[config.mk]
export PLATFORM = sky130hd
export DESIGN_NAME = serial_bubble_sorter
export DESIGN_NICKNAME = d
export VERILOG_FILES = /design/src/rtl/sorter_pkg.sv /design/src/rtl/sort_cmp_swap.sv /design/src/rtl/serial_bubble_sorter.sv
export SDC_FILE = /design/constraint.sdc
export NUM_CORES = 1
export LEC_CHECK = 0
export ABC_AREA = 1
export CORE_MARGIN = 2
export CORE_UTILIZATION = 57
export CTS_CLUSTER_SIZE = 20
export DETAILED_ROUTE_END_ITERATION = 7
export PLACE_DENSITY = 0.94
export SLEW_MARGIN = 20
export SYNTH_ARGS = -nofsm -noshare
export SYNTH_HDL_FRONTEND = slang
export SYNTH_HIERARCHICAL = 1
export SYNTH_SLANG_ARGS = --single-unit
export TNS_END_PERCENT = 30
[constraint.sdc]
create_clock -name clk -period 4.4 [get_ports clk]
set_input_delay 1.1 -clock clk [delete_from_list [all_inputs] [get_ports clk]]
set_output_delay 1.1 -clock clk [all_outputs]
set_load 0.03 [all_outputs]
[src/rtl/sorter_pkg.sv]
// Shared types and helpers for the serial bubble sorter.
// The early-exit option is selected in the top with SORTER_EARLY_EXIT_EN.
package sorter_pkg;

  typedef enum logic [1:0] {IDLE, SORT, DONE} state_t;

  // Elements are widened to this size before comparison, so W must not exceed it.
  localparam int CMP_W = 64;

  // Swap counter width: must hold 0 .. N(N-1)/2.
  function automatic int sorter_cw(input int n);
    return $clog2(n * (n - 1) / 2 + 1);
  endfunction

  // Returns 1 when a (lower index) and b are strictly out of order and must swap.
  function automatic logic cmp_gt(input logic [CMP_W-1:0] a,
                                  input logic [CMP_W-1:0] b,
                                  input logic             sgn,
                                  input logic             desc);
    logic gt;
    logic lt;
    gt = sgn ? ($signed(a) > $signed(b)) : (a > b);
    lt = sgn ? ($signed(a) < $signed(b)) : (a < b);
    return desc ? lt : gt;
  endfunction

endpackage

[src/rtl/sort_cmp_swap.sv]
// Combinational two-element compare-swap: lo goes to the lower index, hi to the upper.
// Equal elements never swap, which keeps the overall sort stable.
module sort_cmp_swap
  import sorter_pkg::*;
#(
  parameter int W          = 4,
  parameter int SIGNED     = 0,
  parameter int DESCENDING = 0
) (
  input  logic [W-1:0] a,
  input  logic [W-1:0] b,
  output logic [W-1:0] lo,
  output logic [W-1:0] hi,
  output logic         swapped
);

  logic [CMP_W-1:0] a_ext;
  logic [CMP_W-1:0] b_ext;

  if (SIGNED != 0) begin : g_sext
    assign a_ext = CMP_W'($signed(a));
    assign b_ext = CMP_W'($signed(b));
  end else begin : g_zext
    assign a_ext = CMP_W'(a);
    assign b_ext = CMP_W'(b);
  end

  assign swapped = cmp_gt(a_ext, b_ext, SIGNED != 0, DESCENDING != 0);
  assign lo      = swapped ? b : a;
  assign hi      = swapped ? a : b;

endmodule

[src/rtl/serial_bubble_sorter.sv]
// Sequential bubble sorter: one compare-swap per clock over an N-entry array.
// Define SORTER_EARLY_EXIT_EN to finish after the first pass that makes no swap.
//
// state | meaning
// IDLE  | waiting for an input vector, in_ready high
// SORT  | one compare-swap of arr[idx], arr[idx+1] per cycle
// DONE  | sorted vector presented, waiting for out_ready
module serial_bubble_sorter
  import sorter_pkg::*;
#(
  parameter int N          = 4,
  parameter int W          = 4,
  parameter int SIGNED     = 0,
  parameter int DESCENDING = 0
) (
  input  logic                    clk,
  input  logic                    rst,
  input  logic                    in_valid,
  output logic                    in_ready,
  input  logic [N*W-1:0]          in_data,
  output logic                    out_valid,
  input  logic                    out_ready,
  output logic [N*W-1:0]          out_data,
  output logic                    busy,
  output logic [sorter_cw(N)-1:0] swap_cnt
);

  localparam int CW = sorter_cw(N);
  localparam int IW = $clog2(N);
  localparam logic [CW-1:0] MAX_SWAPS = CW'(N * (N - 1) / 2);
  localparam logic [IW-1:0] LAST_PASS = IW'(N - 2);

  state_t         state;
  state_t         state_nx;
  logic [W-1:0]   arr [N];
  logic [IW-1:0]  idx;
  logic [IW-1:0]  idx_b;
  logic [IW-1:0]  pass;
  logic [IW-1:0]  last_idx;
  logic           pass_end;
  logic           sort_done;
  logic           accept;
  logic           swapped;
  logic [W-1:0]   lo;
  logic [W-1:0]   hi;

  assign in_ready  = (state == IDLE);
  assign busy      = (state == SORT);
  assign out_valid = (state == DONE);
  assign accept    = in_valid && in_ready;

  assign idx_b    = idx + 1'b1;
  assign last_idx = LAST_PASS - pass;
  assign pass_end = (idx == last_idx);

  sort_cmp_swap #(
    .W          (W),
    .SIGNED     (SIGNED),
    .DESCENDING (DESCENDING)
  ) u_cmp (
    .a       (arr[idx]),
    .b       (arr[idx_b]),
    .lo      (lo),
    .hi      (hi),
    .swapped (swapped)
  );

`ifdef SORTER_EARLY_EXIT_EN
  logic swapped_q;
  logic pass_swapped;

  // The flag from the previous pass is ignored at idx 0, which clears it per pass.
  assign pass_swapped = swapped || ((idx != '0) && swapped_q);
  assign sort_done    = pass_end && (!pass_swapped || (pass == LAST_PASS));

  always_ff @(posedge clk or posedge rst) begin
    if (rst) begin
      swapped_q <= 1'b0;
    end else if (busy) begin
      swapped_q <= pass_swapped;
    end
  end
`else
  assign sort_done = pass_end && (pass == LAST_PASS);
`endif

  always_comb begin
    state_nx = state;
    unique case (state)
      IDLE:    if (in_valid)  state_nx = SORT;
      SORT:    if (sort_done) state_nx = DONE;
      DONE:    if (out_ready) state_nx = IDLE;
      default: state_nx = IDLE;
    endcase
  end

  // Only a finished result is ever visible on out_data.
  always_comb begin
    out_data = '0;
    if (state == DONE) begin
      for (int k = 0; k < N; k++) out_data[k*W +: W] = arr[k];
    end
  end

  always_ff @(posedge clk or posedge rst) begin
    if (rst) begin
      state    <= IDLE;
      idx      <= '0;
      pass     <= '0;
      swap_cnt <= '0;
      for (int k = 0; k < N; k++) arr[k] <= '0;
    end else begin
      state <= state_nx;
      if (accept) begin
        for (int k = 0; k < N; k++) arr[k] <= in_data[k*W +: W];
        idx      <= '0;
        pass     <= '0;
        swap_cnt <= '0;
      end else if (busy) begin
        arr[idx]   <= lo;
        arr[idx_b] <= hi;
        if (swapped && (swap_cnt != MAX_SWAPS)) swap_cnt <= swap_cnt + 1'b1;
        if (pass_end) begin
          idx  <= '0;
          pass <= pass + 1'b1;
        end else begin
          idx <= idx_b;
        end
      end
    end
  end

endmodule
* Word level (Yosys, flattened, before mapping)
Index checks and enable logic that the tools add are counted.
Word-level totals: bits in registers 25, output and inout port bits 22, logic and storage cells 69
Operators by class: bitwise operators 2, reduce and logical (&&, ||, !) cells 12, muxes and demuxes 30, add/sub/neg operators 4, eq/ne operators 8, order comparisons 5
Operators by type and width (number):
- $mux 16 | 3
- $bwmux 16 | 2
- $mux 4 | 8
- $mux 2 | 9
- $bmux 4 s2 | 2
- $demux 4 s2 | 2
- $mux 3 | 3
- $ge 3x3->1 const B | 2
- $lt 3x1->1 const B | 2
- $not 2->3 | 2
- $pmux 2 s3 | 1
- $reduce_bool 2->1 | 3
- $logic_and 1x1->1 | 5
- $add 2x1->2 const B | 2
- $eq 2x2->1 const B | 2
- $gt 4x4->1 | 1
- $ne 2x1->1 const B | 2
- $reduce_and 2->1 | 2
- $add 3x1->3 const B | 1
- $ne 3x3->1 const B | 1
- $reduce_and 3->1 | 1
- $eq 2x1->1 const B | 1
- $eq 2x2->1 | 1
- $logic_not 2->1 | 1
- other kinds (2) | 2

* Logic depth before layout (Yosys ltp)
Gate-level depths: netlist of the first run.
depth after elaboration 11, mapped depth 22

* Hierarchy
The synthesis of the first run kept the hierarchy.
Modules (own cells, without submodules):
- serial_bubble_sorter | area an instance 2020.7 sq um, cells each 323, seq. area each 625.6 sq um, instances 1
- sort_cmp_swap | area an instance 227.7 sq um, cells each 44, seq. area each 0.0 sq um, instances 1

* Least setup slack after synthesis of the first run
OpenSTA, ideal clock, no wires.
kind reg-to-reg, start register idx[0], end register swap_cnt[0], cell stages (with the launch flop) 20, slack 1.528 ns, library setup time 0.140 ns, clock period less this slack 2.872 ns, arrival time 2.732 ns, cell sequence dfrtp_1 -> clkinv_1 -> buf_1 -> ha_1 -> inv_1 -> a21oi_1 -> a21oi_1 -> inv_1 -> ha_1 -> nand2_1 -> inv_2 -> nand2_1 -> nand2_2 -> nand2_4 -> inv_1 -> nand2_1 -> nor2_1 -> inv_1 -> nand3_1 -> o21ai_0
Between the ends: cells in the longest elaborated chain, start to end 9
Ends and longest elaborated chain:
- start: declaration | RTL line serial_bubble_sorter.sv:36 | logic [IW-1:0] idx;
- start signal: assignment | RTL line serial_bubble_sorter.sv:127 | idx <= idx_b;
- $add 2x1->2 | RTL line serial_bubble_sorter.sv:52 | assign idx_b = idx + 1'b1;
- $not 2->3 (implied by the code) | RTL line serial_bubble_sorter.sv:62 | .b (arr[idx_b]),
- $bmux 4 s2 | RTL line serial_bubble_sorter.sv:62
- $mux 4 (implied by the code) (2 in a row) | RTL line serial_bubble_sorter.sv:62
- $gt 4x4->1 (*) | RTL line sorter_pkg.sv:22 | gt = sgn ? ($signed(a) > $signed(b)) : (a > b);
- net swapped | RTL line serial_bubble_sorter.sv:43 | logic swapped;
- $logic_and 1x1->1 (*) | RTL line serial_bubble_sorter.sv:122 | if (swapped && (swap_cnt != MAX_SWAPS)) swap_cnt <= swap_cnt + 1'b1;
- $reduce_bool 2->1 (no source line) (*)
- $reduce_and 2->1 (no source line) (*)
- end signal: assignment | RTL line serial_bubble_sorter.sv:122
- end: declaration | RTL line serial_bubble_sorter.sv:25 | output logic [sorter_cw(N)-1:0] swap_cnt
The timed path passes the listed nets; every way through them passes the cells marked *. The select of a mux whose other input is x is not followed. A chain may end at the register's enable or synchronous reset.

* Worst setup path after layout of the first run
start register idx[0], end register arr[14] (netlist name)
Between the ends: cells in the longest elaborated chain, start to end 11
Ends and longest elaborated chain:
- $add 2x1->2 | RTL line serial_bubble_sorter.sv:52
- $not 2->3 (implied by the code) | RTL line serial_bubble_sorter.sv:62
- $bmux 4 s2 | RTL line serial_bubble_sorter.sv:62
- $mux 4 (implied by the code) (2 in a row) | RTL line serial_bubble_sorter.sv:62
- $gt 4x4->1 | RTL line sorter_pkg.sv:22
- $mux 4 (*) | RTL line sort_cmp_swap.sv:29 | assign lo = swapped ? b : a;
- net lo[2] | RTL line serial_bubble_sorter.sv:44 | logic [W-1:0] lo;
- $bwmux 16 (*) | RTL line serial_bubble_sorter.sv:120 | arr[idx] <= lo;
- $bwmux 16 (*) | RTL line serial_bubble_sorter.sv:121 | arr[idx_b] <= hi;
- $mux 16 (*) | RTL line serial_bubble_sorter.sv:119 | end else if (busy) begin
- $mux 16 (*) | RTL line serial_bubble_sorter.sv:114 | if (accept) begin
- end signal: indexed assignment | RTL line serial_bubble_sorter.sv:120
- end signal: indexed assignment | RTL line serial_bubble_sorter.sv:121
- end: declaration | RTL line serial_bubble_sorter.sv:35 | logic [W-1:0] arr [N];
Marked as above.

==> run metrics, run 1 <==
GR Layer Usage met1=38.8%; grt met3 use=3.38%; initial antenna violation count=0; post-DR wirelength/cell=13.2 µm; sequential fraction of the synthesis area=27.8%; leading area contributor after synthesis=dfrtp_1; Final Hold Viols=0; startpoint type of the worst setup path=flop; Initial Utilization=60.5%; share of cells above drive strength 1=5.47%; ranking of synthesized cells by area=dfrtp_1 (28%), nand2_1 (24%), nand3_1 (9.3%); minimum clock period=3.36 ns; FF-to-FF End=arr[14]$_DFFE_PP0P_; Post-synth EDFFs=0; # clock sinks=25; Clock Latency Late Sink=0.28 ns; GR peak layer=met2; Slew @ Worst Pin=0.916 ns; Critical Path Sink=arr[14]$_DFFE_PP0P_; Slew Limit Headroom=38.5%; post-CTS sizing=0; Synth Flop Type=dfrtp_1; Mean Syn Cell Area=6.13 µm²; Tot GR Track Use=29.5%; die height=66.8 µm; CTS buffer count=3; Post-synth ARST share=100%; RePlAce Congestion=0.986; Global Route met2 Usage=50.6%; global-route wire length before repair=10.1 mm; Slew Limit Fails=0; Setup CP Type=flop to flop; outcome=finished, final reports clean; 1st-pass router iterations=5; most common cell after layout, fill and taps aside=nand2_1; clock slew at the register clock pins of the worst setup and hold paths=0.10 ns; RSZ-0062 raised after global routing=no; Max-Cap Viols=0; core area=3720 µm²; NumNets Final=437; IO Pins=42; Synth Register Bits=25; Post-DRT Antenna Nets=0; CP arrival=3.59 ns; DRT iter0 DRCs=246; worst hold path class=flop to flop; Root Driver=clkbuf_8; r2r setup slk=1.04 ns; Required @ worst endpoint=4.62 ns; CTS max path bufs=2; Buffers on Ports=41; CTS tree=built; Synth cell types=26; Worst Reg-to-Reg Cells=18; crit-path max FO=15; number of hold buffers added after CTS=0; postcts setup bufs=0; H-tree depth=1; die area=4460 µm²; FF-to-FF Start=idx[0]$_DFFE_PP0P_; Hold Path Depth=2; Setup TNS=0 ns; final setup vio count=0; Mapped Area=2250 µm²; Crit. Startpoint=idx[0]$_DFFE_PP0P_; Final Cycle Share=76.5%; vias in the first global route=2154; Critical Path Sink Type=flop; FMAX=0.297 GHz; pin count of the biggest net entering global routing=38; vias=2401; n_diodes=0; post-synth top area share=27.8%; Layout area overhead=20.3%; most frequent cells in the layout=nand2_1 (143), inv_1 (43), nand3_1 (42), clkdlybuf4s50_1 (41), a21oi_1 (26); drc violations=0; Worst Skew=0.00500 ns; Rows=22; Post-Route WL=5.93 mm; gr ovfl total=0; Die W=66.8 µm; syn nets=401; Ys Warns=6; Via density=5.34; DP HPWL=4.56 mm; Syn Inst Count=367
[through the flow]
step,utilization (%),instances,cell area (µm²),setup slack [ns],hold slack (ns)
2_1_floorplan,-,367,2250,1.53,0.448
3_3_place_gp,71.5,446,2660,1.21,0.474
3_5_place_dp,71.5,446,2660,1.14,0.470
4_1_cts,72.8,450,2710,1.10,0.494
5_1_grt,72.8,450,2710,0.811,0.547
6_report,72.8,450,2710,1.04,0.492
[synth_stat cells (2+ instances only)]
cell,instances
nand2_1,143
inv_1,44
nand3_1,42
a21oi_1,26
dfrtp_1,25
nor2_1,21
ha_1,14
o21ai_0,13
buf_2,6
inv_2,4
o211ai_1,4
or2_2,4
nand2_2,3
buf_6,2
nand2_4,2
nand4_1,2
nor2_4,2
or2_0,2
[worst max-delay path: stages (launching register included)]
cell	delay, ns
dfrtp_1	0.64
clkinv_1	0.17
ha_1	0.32
inv_1	0.11
o21ai_0	0.11
a21oi_1	0.08
a21oi_1	0.30
inv_1	0.08
ha_1	0.30
nand2_1	0.07
inv_2	0.06
nand3_2	0.18
nand2_4	0.18
nand2_1	0.06
nand2_1	0.18
nand2_1	0.07
o211ai_1	0.19
nand3_1	0.12
nand2_1	0.08
[worst min path at each step]
stage,start,end,slack [ns]
floorplan,pass[1]$_DFFE_PP0P_,pass[1]$_DFFE_PP0P_,0.45
global placement,pass[1]$_DFFE_PP0P_,pass[1]$_DFFE_PP0P_,0.47
detailed placement,pass[1]$_DFFE_PP0P_,pass[1]$_DFFE_PP0P_,0.47
CTS,pass[1]$_DFFE_PP0P_,pass[1]$_DFFE_PP0P_,0.49
global route,pass[1]$_DFFE_PP0P_,pass[1]$_DFFE_PP0P_,0.55
finish,pass[1]$_DFFE_PP0P_,pass[1]$_DFFE_PP0P_,0.49
[sequential cells by signal (all words and copies together) (netlist names)]
register	flops
arr	16
idx	2
pass	2
state	2
swap_cnt	3
[metal layers]
metal / up-vias / share of wire [%] / wire length (µm)
li1: 1225 / - / -
met1: 1060 / 44 / 2600
met2: 103 / 47 / 2800
met3: 13 / 7.3 / 433
met4: 0 / 1.7 / 98
met5: - / 0 / 0
[layout make-up]
cell class	instances	area (µm²)
Multi-Input combinational cell	282	1370
Fill cell	328	1010
Tap cell	48	60.1
Timing Repair Buffer	42	418
Clock inverter	1	5.00
Sequential cell	25	626
Inverter	49	184
Clock buffer	3	41.3
[cell families (layout without fill, tap and decap cells)]
group | after synthesis | after routing | share of synthesized area, %
AO/OA/AOI/OAI | 45 | 45 | 10.7
adder cells (fa/ha/maj) | 14 | 14 | 7.79
buffers and inverters | 60 | 95 | 11.2
flip-flops | 25 | 25 | 27.8
AND/OR/NAND/NOR | 223 | 223 | 42.5
Power of run 1 is not shown: default switching activity piles up to over one toggle a cycle in this logic, so the estimate is an artifact.
==> run 2: changes to the inputs <==
--- a/config.mk
+++ b/config.mk
@@ -7,10 +7,10 @@
 export LEC_CHECK = 0
 export ABC_AREA = 1
 export CORE_MARGIN = 2
-export CORE_UTILIZATION = 57
+export CORE_UTILIZATION = 48
 export CTS_CLUSTER_SIZE = 20
 export DETAILED_ROUTE_END_ITERATION = 7
-export PLACE_DENSITY = 0.94
+export PLACE_DENSITY = 0.85
 export SLEW_MARGIN = 20
 export SYNTH_ARGS = -nofsm -noshare
 export SYNTH_HDL_FRONTEND = slang
==> constraint.sdc (replaced) <==
create_clock -name clk -period 3.03 [get_ports clk]
set_input_delay 0.7575 -clock clk [delete_from_list [all_inputs] [get_ports clk]]
set_output_delay 0.7575 -clock clk [all_outputs]
set_load 0.03 [all_outputs]
==> run metrics, run 2 (same netlist as run 1, synthesis figures left out) <==
outcome=finished, final reports clean; crit-path leading delay family=simple AND/OR/NAND/NOR gates; Setup WS post-layout=0.198 ns; post-DR wirelength/cell=13.0 µm; Required @ worst endpoint=3.25 ns; share of cells above drive strength 1=7.37%; startpoint type of the worst setup path=flop; Slew Limit Headroom=73.8%; Worst Skew=0.00458 ns; max FFs per register=16; FMAX=0.353 GHz; worst slack, placed=0.198 ns; crit-path max FO=9; Max-Cap Viols=0; H-tree depth=1; DRT iter0 DRCs=294; drc violations=0; post-placement cell count=453; Root Driver=clkbuf_8; global-route wire length before repair=9.83 mm; Setup TNS=0 ns; delay of the slowest critical-path stage=0.36 ns; pin count of the biggest net entering global routing=38; Buf/Inv on CP=3; vias=2488; core area=4440 µm²; Layout Cells excl Fill=459; Tot GR Track Use=23.3%; Slew Limit Fails=0; CTS buffer count=3; CP max stage cell=dfrtp_1; RePlAce Congestion=0.941; n_diodes=0; vias in the first global route=2208; die height=72.4 µm; Post-DRT Antenna Nets=0; # clock sinks=25; Post-Route WL=5.97 mm; most frequent cells in the layout=nand2_1 (143), inv_1 (43), nand3_1 (42), clkdlybuf4s50_1 (41), dfrtp_1 (25); Die W=72.4 µm; 1st-pass router iterations=5; final setup vio count=0; crit path cell chain=clkinv_1 > ha_1 > inv_2 > o21ai_0 > a21oi_1 > a21oi_2 > inv_1 > ha_1 > nand2_1 > nand2_1 > nand2_1 > nand2_2 > nand2_4 > nand2_1 > nand2_1 > nand3_1 > nand2_1 > nand2_1 > nand2_1 > nand2_1 > nand2_1; NumNets Final=442; Initial Utilization=50.6%; Final Cycle Share=93.5%; worst hold path class=flop to flop; IO Pins=42; CTS max path bufs=2; Slew @ Worst Pin=0.393 ns; gr ovfl total=0; Layout area overhead=23.0%; Critical Path Sink Type=flop; most common cell after layout, fill and taps aside=nand2_1; number of hold buffers added after CTS=0; CP dominant cell by count=nand2_1; Via density=5.42; initial antenna violation count=0; Buffers on Ports=41; Rows=24; minimum clock period=2.83 ns; Final Hold Viols=0; die area=5250 µm²; DP HPWL=4.41 mm; Regs by FF count=arr (16), swap_cnt (3); CTS tree=built; clock slew at the register clock pins of the worst setup and hold paths=0.09 ns; CP arrival=3.05 ns; RSZ-0062 raised after global routing=no; Clock Latency Late Sink=0.27 ns; Biggest register=arr; Setup CP Type=flop to flop
run 2: area by class of cell:
cell class | count | area (µm²)
inverter | 49 | 184
multi-input combinational | 282 | 1390
tap | 52 | 65.1
timing repair buffer | 47 | 455
fill | 404 | 1680
sequential | 25 | 626
clock buffer | 4 | 45.0
run 2: what timing repair did:
item                       in CTS  in global routing
setup endpoints to repair       0                 18
buffers inserted                0                  2
resized for setup               0                  5
run 2: layer usage:
layer | part of all wire [%] | global-route usage (%) | up-vias
li1 | - | - | 1240
met1 | 44 | 32.1 | 1091
met2 | 44 | 36.7 | 141
met3 | 9.5 | 3.33 | 16
met4 | 2.2 | 9.26 | 0
met5 | 0 | 0 | -
run 2: final timing paths:
kind	from	endpoint	slack (ns)	cells after the start
max	idx[0]$_DFFE_PP0P_	arr[3]$_DFFE_PP0P_	0.20	21
min	pass[1]$_DFFE_PP0P_	pass[1]$_DFFE_PP0P_	0.49	2
max reg2reg	idx[0]$_DFFE_PP0P_	arr[3]$_DFFE_PP0P_	0.20	21
min reg2reg	pass[1]$_DFFE_PP0P_	pass[1]$_DFFE_PP0P_	0.49	2
max in group asynchronous	rst	idx[1]$_DFFE_PP0P_	1.95	3
min in group asynchronous	rst	arr[11]$_DFFE_PP0P_	0.83	3
run 2: stage by stage:
stage	utilization [%]	area [µm²]	hold slack, ns
global placement	60.4	2690	0.469
floorplan	-	2250	0.448
detailed placement	60.4	2690	0.475
CTS	61.5	2730	0.495
finish	62.2	2770	0.491
global route	62.2	2770	0.523
run 2: worst min-delay path, stage by stage, from the launching register on:
cell     delay, ns
dfrtp_1       0.36
nand2_1       0.05
nand2_1       0.05
Power of run 2 is left out for the same reason.
==> run 3: changes to the inputs <==
--- a/config.mk
+++ b/config.mk
@@ -7,10 +7,12 @@
 export LEC_CHECK = 0
 export ABC_AREA = 1
 export CORE_MARGIN = 2
-export CORE_UTILIZATION = 48
+export CORE_UTILIZATION = 49
+export CTS_BUF_LIST = sky130_fd_sc_hd__clkbuf_8
 export CTS_CLUSTER_SIZE = 20
 export DETAILED_ROUTE_END_ITERATION = 7
-export PLACE_DENSITY = 0.85
+export MAX_ROUTING_LAYER = met4
+export PLACE_DENSITY = 0.87
 export SLEW_MARGIN = 20
 export SYNTH_ARGS = -nofsm -noshare
 export SYNTH_HDL_FRONTEND = slang
==> run metrics, run 3 (same netlist as run 1, synthesis figures left out) <==
outcome=complete, but fails checks; failing checks=design-rule violations; IO Pins=42; crit-path leading delay family=buffers and inverters; CP arrival=2.12 ns; Post-DRT Antenna Nets=0; vias=2495; drc violations=1; Final Cycle Share=95.0%; # clock sinks=25; die area=5150 µm²; share of cells above drive strength 1=7.84%; pin count of the biggest net entering global routing=38; Final Hold Viols=0; CTS tree=built; global-route wire length before repair=10.0 mm; post-placement cell count=453; Worst Skew=0.00476 ns; Slew @ Worst Pin=0.398 ns; Regs by FF count=arr (16), swap_cnt (3); NumNets Final=443; max FFs per register=16; CP max stage cell=clkdlybuf4s50_1; vias in the first global route=2303; most common cell after layout, fill and taps aside=nand2_1; Post-Route WL=6.08 mm; worst slack, placed=0.215 ns; Layout Cells excl Fill=460; CTS buffer count=3; Required @ worst endpoint=2.27 ns; Clock Latency Late Sink=0.27 ns; clock slew at the register clock pins of the worst setup and hold paths=0.09 ns; core area=4380 µm²; Layout area overhead=23.1%; 1st-pass router iterations=8; Biggest register=arr; DRT iter0 DRCs=235; Buf/Inv on CP=3; Root Driver=clkbuf_8; post-DR wirelength/cell=13.2 µm; initial antenna violation count=0; Tot GR Track Use=24.8%; Slew Limit Headroom=73.4%; Slew Limit Fails=0; Die W=71.7 µm; die height=71.7 µm; Setup CP Type=flop to output port; Rows=24; n_diodes=0; Buffers on Ports=41; FMAX=0.347 GHz; RePlAce Congestion=1.01; worst hold path class=flop to flop; crit path cell chain=inv_1 > nor2_1 > inv_2 > nor2_1 > clkdlybuf4s50_1; minimum clock period=2.88 ns; final setup vio count=0; Critical Path Sink Type=output port; delay of the slowest critical-path stage=0.70 ns; Initial Utilization=51.3%; H-tree depth=1; DP HPWL=4.50 mm; CP dominant cell by count=nor2_1; Max-Cap Viols=0; Via density=5.42; startpoint type of the worst setup path=flop; crit-path max FO=16; Layout Utilization=63.2%; Setup WS post-layout=0.150 ns; gr ovfl total=0; CTS max path bufs=2; most frequent cells in the layout=nand2_1 (143), inv_1 (44), nand3_1 (42), clkdlybuf4s50_1 (41), dfrtp_1 (25)
-- run 3: cell type report --
cell class	instances	area [µm²]
well taps	52	65.1
multi-input cells	282	1390
clock inverters	1	3.75
fillers	387	1620
repair buffers	48	463
clock buffers	3	41.3
flip-flops and latches	25	626
inverters	49	184
-- run 3: timing repair --
item | 4_1_cts | 5_1_grt
hold buffers | 0 | 0
setup buffers | 0 | 3
setup endpoints to repair | 0 | 18
resized for setup | 0 | 5
-- run 3: worst paths after layout --
check / from / end / slack [ns] / depth (start not counted)
hold reg to reg: pass[1]$_DFFE_PP0P_ / pass[1]$_DFFE_PP0P_ / 0.49 / 2
max in group asynchronous: rst / arr[0]$_DFFE_PP0P_ / 1.95 / 3
min in group asynchronous: rst / arr[10]$_DFFE_PP0P_ / 0.83 / 3
setup reg to reg: idx[1]$_DFFE_PP0P_ / arr[0]$_DFFE_PP0P_ / 0.21 / 21
hold / removal: pass[1]$_DFFE_PP0P_ / pass[1]$_DFFE_PP0P_ / 0.49 / 2
setup / recovery: state[1]$_DFFE_PP0P_ / out_data[9] / 0.15 / 5
-- run 3: tightest hold or removal path: stages, from the launching register on --
cell	delay (ns)
dfrtp_1	0.36
nand2_1	0.06
nand2_1	0.05
-- run 3: through the flow --
step	TNS [ns]	hold slack [ns]	cell area, µm²
finish	0	0.495	2770
global route	-0.0195	0.544	2770
CTS	0	0.492	2730
floorplan	0	0.448	2250
global placement	0	0.467	2690
detailed placement	0	0.470	2690
-- run 3: per-layer routing --
metal  up-vias  wire length (µm)  GRT usage (%)
met2       130              2790           40.1
met4         0               140           7.34
met3        27               541           6.05
met5         -                 0              -
li1       1238                 -              -
met1      1100              2610           30.9
Power of run 3 is left out for the same reason.
